==> config.mk <==
export PLATFORM = sky130hd
export DESIGN_NAME = scs8hd_rr_arb4_ctl
export DESIGN_NICKNAME = d
export VERILOG_FILES = /design/src/rtl/scs8hd_rr_arb4_ctl.sv
export SDC_FILE = /design/constraint.sdc
export NUM_CORES = 1
export LEC_CHECK = 0
export BUFFER_PORTS_ARGS = -buffer_cell sky130_fd_sc_hd__buf_2
export CAP_MARGIN = 20
export CELL_PAD_IN_SITES_DETAIL_PLACEMENT = 2
export CELL_PAD_IN_SITES_GLOBAL_PLACEMENT = 2
export CORE_MARGIN = 4
export CORE_UTILIZATION = 34
export CTS_CLUSTER_SIZE = 28
export DETAILED_ROUTE_END_ITERATION = 8
export MAX_ROUTING_LAYER = met4
export PLACE_DENSITY = 0.86
export REMOVE_ABC_BUFFERS = 1
export SYNTH_ARGS = -nofsm -noshare
export SYNTH_HDL_FRONTEND = slang
export SYNTH_SLANG_ARGS = --single-unit
==> constraint.sdc <==
create_clock -name CLK -period 2 [get_ports CLK]
set_input_delay 0.2 -clock CLK [delete_from_list [all_inputs] [get_ports CLK]]
set_output_delay 0.2 -clock CLK [all_outputs]
set_load 0.02 [all_outputs]
==> src/rtl/scs8hd_rr_arb4_ctl.sv <==
// Four-client round-robin arbiter with a registered one-hot grant.
// Grants can be held, are preempted after MAXHOLD cycles, and the combinational X term is exported.
module scs8hd_rr_arb4_ctl #(
    parameter int unsigned MAXHOLD = 8
) (
    input  logic       CLK,
    input  logic       RESETB,
    input  logic [3:0] REQ,
    input  logic       EN,
    output logic       X,
    output logic [3:0] GNT,
    output logic [1:0] GID,
    output logic       BUSY
);

    localparam logic [0:0] ST_IDLE  = 1'b0;
    localparam logic [0:0] ST_GRANT = 1'b1;

    // Hold counter ceiling; with MAXHOLD=0 it only saturates, so it never wraps.
    localparam logic [7:0] CNT_SAT    = (MAXHOLD == 32'd0) ? 8'd255 : 8'(MAXHOLD - 32'd1);
    localparam logic       PREEMPT_EN = (MAXHOLD != 32'd0);

    function automatic logic [1:0] rr_pick(input logic [3:0] req, input logic [1:0] ptr);
        logic [1:0] idx;
        logic       found;
        rr_pick = ptr;
        found   = 1'b0;
        for (int k = 0; k < 4; k++) begin
            idx = ptr + 2'(k);
            if (req[idx] && !found) begin
                rr_pick = idx;
                found   = 1'b1;
            end
        end
    endfunction

    function automatic logic [3:0] onehot4(input logic [1:0] idx);
        onehot4 = 4'b0001 << idx;
    endfunction

    logic [0:0] state_r, state_s;
    logic [1:0] ptr_r, ptr_s;
    logic [7:0] cnt_r, cnt_s;
    logic [3:0] gnt_r, gnt_s;
    logic [1:0] gid_r, gid_s;
    logic       busy_r, busy_s;
    logic [1:0] pick_s;
    logic       others_s;
    logic       release_s;

    assign X = (|REQ) & EN;

    // Next-state and next-output computation for the IDLE/GRANT controller.
    always_comb begin
        state_s   = state_r;
        ptr_s     = ptr_r;
        cnt_s     = cnt_r;
        gnt_s     = gnt_r;
        gid_s     = gid_r;
        busy_s    = busy_r;
        pick_s    = rr_pick(REQ, ptr_r);
        // gid_r always names the holder while in GRANT.
        others_s  = |(REQ & ~gnt_r);
        release_s = !EN || !REQ[gid_r] || (PREEMPT_EN && (cnt_r == CNT_SAT) && others_s);
        case (state_r)
            ST_IDLE: begin
                if (EN && (|REQ)) begin
                    state_s = ST_GRANT;
                    gnt_s   = onehot4(pick_s);
                    gid_s   = pick_s;
                    busy_s  = 1'b1;
                    cnt_s   = 8'd0;
                end else begin
                    state_s = ST_IDLE;
                end
            end
            ST_GRANT: begin
                if (release_s) begin
                    state_s = ST_IDLE;
                    gnt_s   = 4'b0000;
                    busy_s  = 1'b0;
                    ptr_s   = gid_r + 2'd1;
                end else if (cnt_r != CNT_SAT) begin
                    cnt_s = cnt_r + 8'd1;
                end else begin
                    cnt_s = cnt_r;
                end
            end
            default: begin
                state_s = ST_IDLE;
                gnt_s   = 4'b0000;
                busy_s  = 1'b0;
            end
        endcase
    end

    // State and registered outputs, cleared asynchronously by RESETB.
    always_ff @(posedge CLK or negedge RESETB) begin
        if (!RESETB) begin
            state_r <= ST_IDLE;
            ptr_r   <= 2'd0;
            cnt_r   <= 8'd0;
            gnt_r   <= 4'b0000;
            gid_r   <= 2'd0;
            busy_r  <= 1'b0;
        end else begin
            state_r <= state_s;
            ptr_r   <= ptr_s;
            cnt_r   <= cnt_s;
            gnt_r   <= gnt_s;
            gid_r   <= gid_s;
            busy_r  <= busy_s;
        end
    end

    assign GNT  = gnt_r;
    assign GID  = gid_r;
    assign BUSY = busy_r;

endmodule

==> flow_metrics.py <==
metrics = {
    "die": {
        "std_cell_rows": 20,
        "die_x_um": 64.58,
        "core-area_um2": 3053,
        "die_area_um2": 4171,
        "ios": 15,
        "start_util_pct": 35.66,
        "die_height_um": 64.58,
    },
    "synth": {
        "synth_area_leaders": "dfrtp_1 (41%), nand2_1 (4.8%), mux2i_1 (4.6%)",
        "yosysUniqueCellTypes": 41,
        "synth.largest_area_cell": "dfrtp_1",
        "synth-compound-area-share_pct": 26.09,
        "yosysMostFrequentCell": "dfrtp_1",
        "synth-seq-area-share_pct": 41.38,
        "synth_edf_count": 0,
        "synth_top_family_by_area": "compound AO/OA/AOI/OAI gates",
        "synth.cells.most_frequent": "dfrtp_1 (18), nand2_1 (14), nor2_1 (9)",
        "synth_xor_xnor_area_share_pct": 1.609,
        "ys_seq_elements": 18,
        "yosys.area_share.adder_pct": 1.149,
        "synth-simple-area-share_pct": 20.92,
        "syn_area_per_cell_um2": 9.466,
        "ys_async_sr_fraction_pct": 100.0,
        "synthCells": 115,
        "yosysWarnings": 0,
        "synthMuxAreaShare_pct": 4.598,
        "synth_ff_type": "dfrtp_1",
        "synth.top_cell.area_share_pct": 41.38,
        "synth_area_um2": 1089,
    },
    "setup_path": {
        "crit_arrival_ns": 2.08,
        "cp_max_fo": 7,
        "crit_required_ns": 2.22,
        "cp.buffers_inverters": 0,
        "worstPathCellList": "nor2b_4 -> a2111oi_4 -> o21ai_2 -> or4_1 -> a21oi_1",
        "cp_top_family": "compound AO/OA/AOI/OAI gates",
        "r2r_cells": 5,
        "crit_type": "flop to flop",
        "cp-start-kind": "flop",
        "r2r_slack_ns": 0.14,
        "max_stage_delay_ns": 0.52,
        "worst_path_max_delay_cell": "or4_1",
        "r2r_end": "cnt_r[5]",
        "r2r-start": "GNT[2]",
        "crit_path_end_kind": "flop",
    },
    "cts": {
        "clkTransAtPathRegs_ns": 0.10,
        "postCtsSetupRepairBufs": 0,
        "cts_tree": "built",
        "cts.path.max_buffers": 2,
        "cts_num_sinks": 18,
        "clk_latency_ns": 0.29,
        "cts.repair.resized": 0,
        "htree_levels": 1,
        "cts_buffers": 3,
        "cts-root-buf": "clkbuf_4",
    },
    "sta": {
        "max_freq_ghz": 0.5384,
        "holdWs_ns": 0.3780,
        "hold_violations": 0,
        "fin_crit_ns": 1.858,
        "post-route-period-util_pct": 92.88,
        "setup_tns_ns": 0,
        "slew_headroom_pct": 69.63,
        "worst_clock_skew_ns": 0.001266,
        "rsz0062_at_grt": "no",
        "setup_violations": 0,
        "tightest_slew_ns": 0.4555,
        "layout_setup_ws_ns": 0.1425,
        "slew_viol_final": 0,
    },
    "flow_run": {
        "drv_cap": 0,
    },
    "placed_design": {
        "io_buffers": 14,
        "gp_congestion": 0.7771,
        "place_ws_ns": 0.1943,
        "place_area_um2": 1220,
        "post-dp-hpwl_um": 2478,
    },
    "global_routing": {
        "grt_usage_pct": 18.82,
        "use_met3_pct": 3.120,
        "grt_util_met2_pct": 33.25,
        "grt_busiest_layer": "met2",
        "grt_pass1_vias": 1121,
        "antenna_found_initial": 0,
        "overflow": 0,
        "met1_usage_pct": 22.58,
        "grt_pass1_wl_um": 5892,
        "grt_start_max_net_pins": 19,
    },
    "route": {
        "first_pass_iters": 3,
        "routed_wl_um": 3334,
        "route.detailed.drc": 0,
        "vias": 992,
        "vias_per_cell": 5.573,
        "wl_per_cell_um": 18.73,
        "ant_nets": 0,
        "first_iter_violations": 78,
    },
    "layout": {
        "fill_cells": 367,
        "syn2layout_area_growth_pct": 16.32,
        "stdcell_area_um2": 1266,
        "layout-drive-gt1-share_pct": 22.39,
        "final_nets": 143,
        "diodes": 0,
    },
    "run_status": {
        "status": "finished clean",
    },
    "power_and_ir_drop": {
        "ir_drop_uv": 342.3,
        "power.density_nw_per_um2": 1164,
        "power_leakage_nw": 0.5428,
    },
    "worst_hold_path": {
        "min_path_type": "primary input to asynchronous set/reset pin",
    },
}
per-stage QoR:
step	instances	total power, mW	util, %
CTS	178	1.493	41.48
global route	178	1.592	41.48
floorplan	111	0.9949	-
finish	178	1.474	41.48
global placement	173	1.208	39.96
detailed placement	173	1.252	39.96
metal layers:
layer,vias up,share of wire (%)
met1,516,45
met4,0,0.42
li1,465,-
met5,-,0
met2,9,53
met3,2,1.9
placed cells by master (no fill, tap or decap), types with 5 or more instances in the layout:
cell type / instances
buf_2: 14
dfrtp_1: 18
mux2i_1: 5
nand2_1: 14
nand3_1: 6
nor2_1: 9
o21ai_0: 5
power by group:
group | total (mW) | internal (mW) | switching, mW
registers | 0.598 | 0.465 | 0.133
logic | 0.650 | 0.252 | 0.397
clock network | 0.226 | 0.111 | 0.115
total | 1.47 | 0.828 | 0.646
logic make-up (layout without fill, tap and decap cells):
logic type                 Yosys count  count (layout)
adders and majority gates            1               1
xor gates and xnor gates             2               2
and+or+nand+nor                     46              46
buffers and inverters               10              29
muxes                                5               5
DFF                                 18              18
AOI/OAI and AO/OA                   33              33
worst reg2reg max path: stages, from the launching register on:
cell       delay [ns]
dfrtp_1          0.48
nor2b_4          0.07
a2111oi_4        0.37
o21ai_2          0.17
or4_1            0.52
a21oi_1          0.16
sequential cells by signal (all words and copies together) (netlist names):
name	cells
GNT	4
state_r	1
cnt_r	8
GID	2
BUSY	1
ptr_r	2
area by class of cell:
class                   instances  area [µm²]  area share (%)
multi-input cells              87       591.8           46.74
flip-flops and latches         18       450.4           35.57
inverters                       6       22.52           1.779
repair buffers                 19       110.1           8.696
clock buffers                   4       36.28           2.866
well taps                      44       55.05           4.348
repair_timing:
action | in CTS | in global routing
hold buffers | 1 | 0
hold endpoints to repair | 18 | 0
endpoints found under the setup margin | 0 | 0
how the worst max path moves through the flow:
stage	slack, ns	end	from	cells after the start
after detailed placement	0.19	cnt_r[5]	REQ[2]	6
final	0.14	cnt_r[5]	GNT[2]	5
after floorplan	0.18	cnt_r[6]	GID[1]	5
after global routing	0.06	cnt_r[5]	GNT[2]	5
after CTS	0.14	cnt_r[5]	GNT[2]	5
after global placement	0.29	cnt_r[5]	GNT[2]	5
No activity file was read; power rests on OpenSTA's default activity.
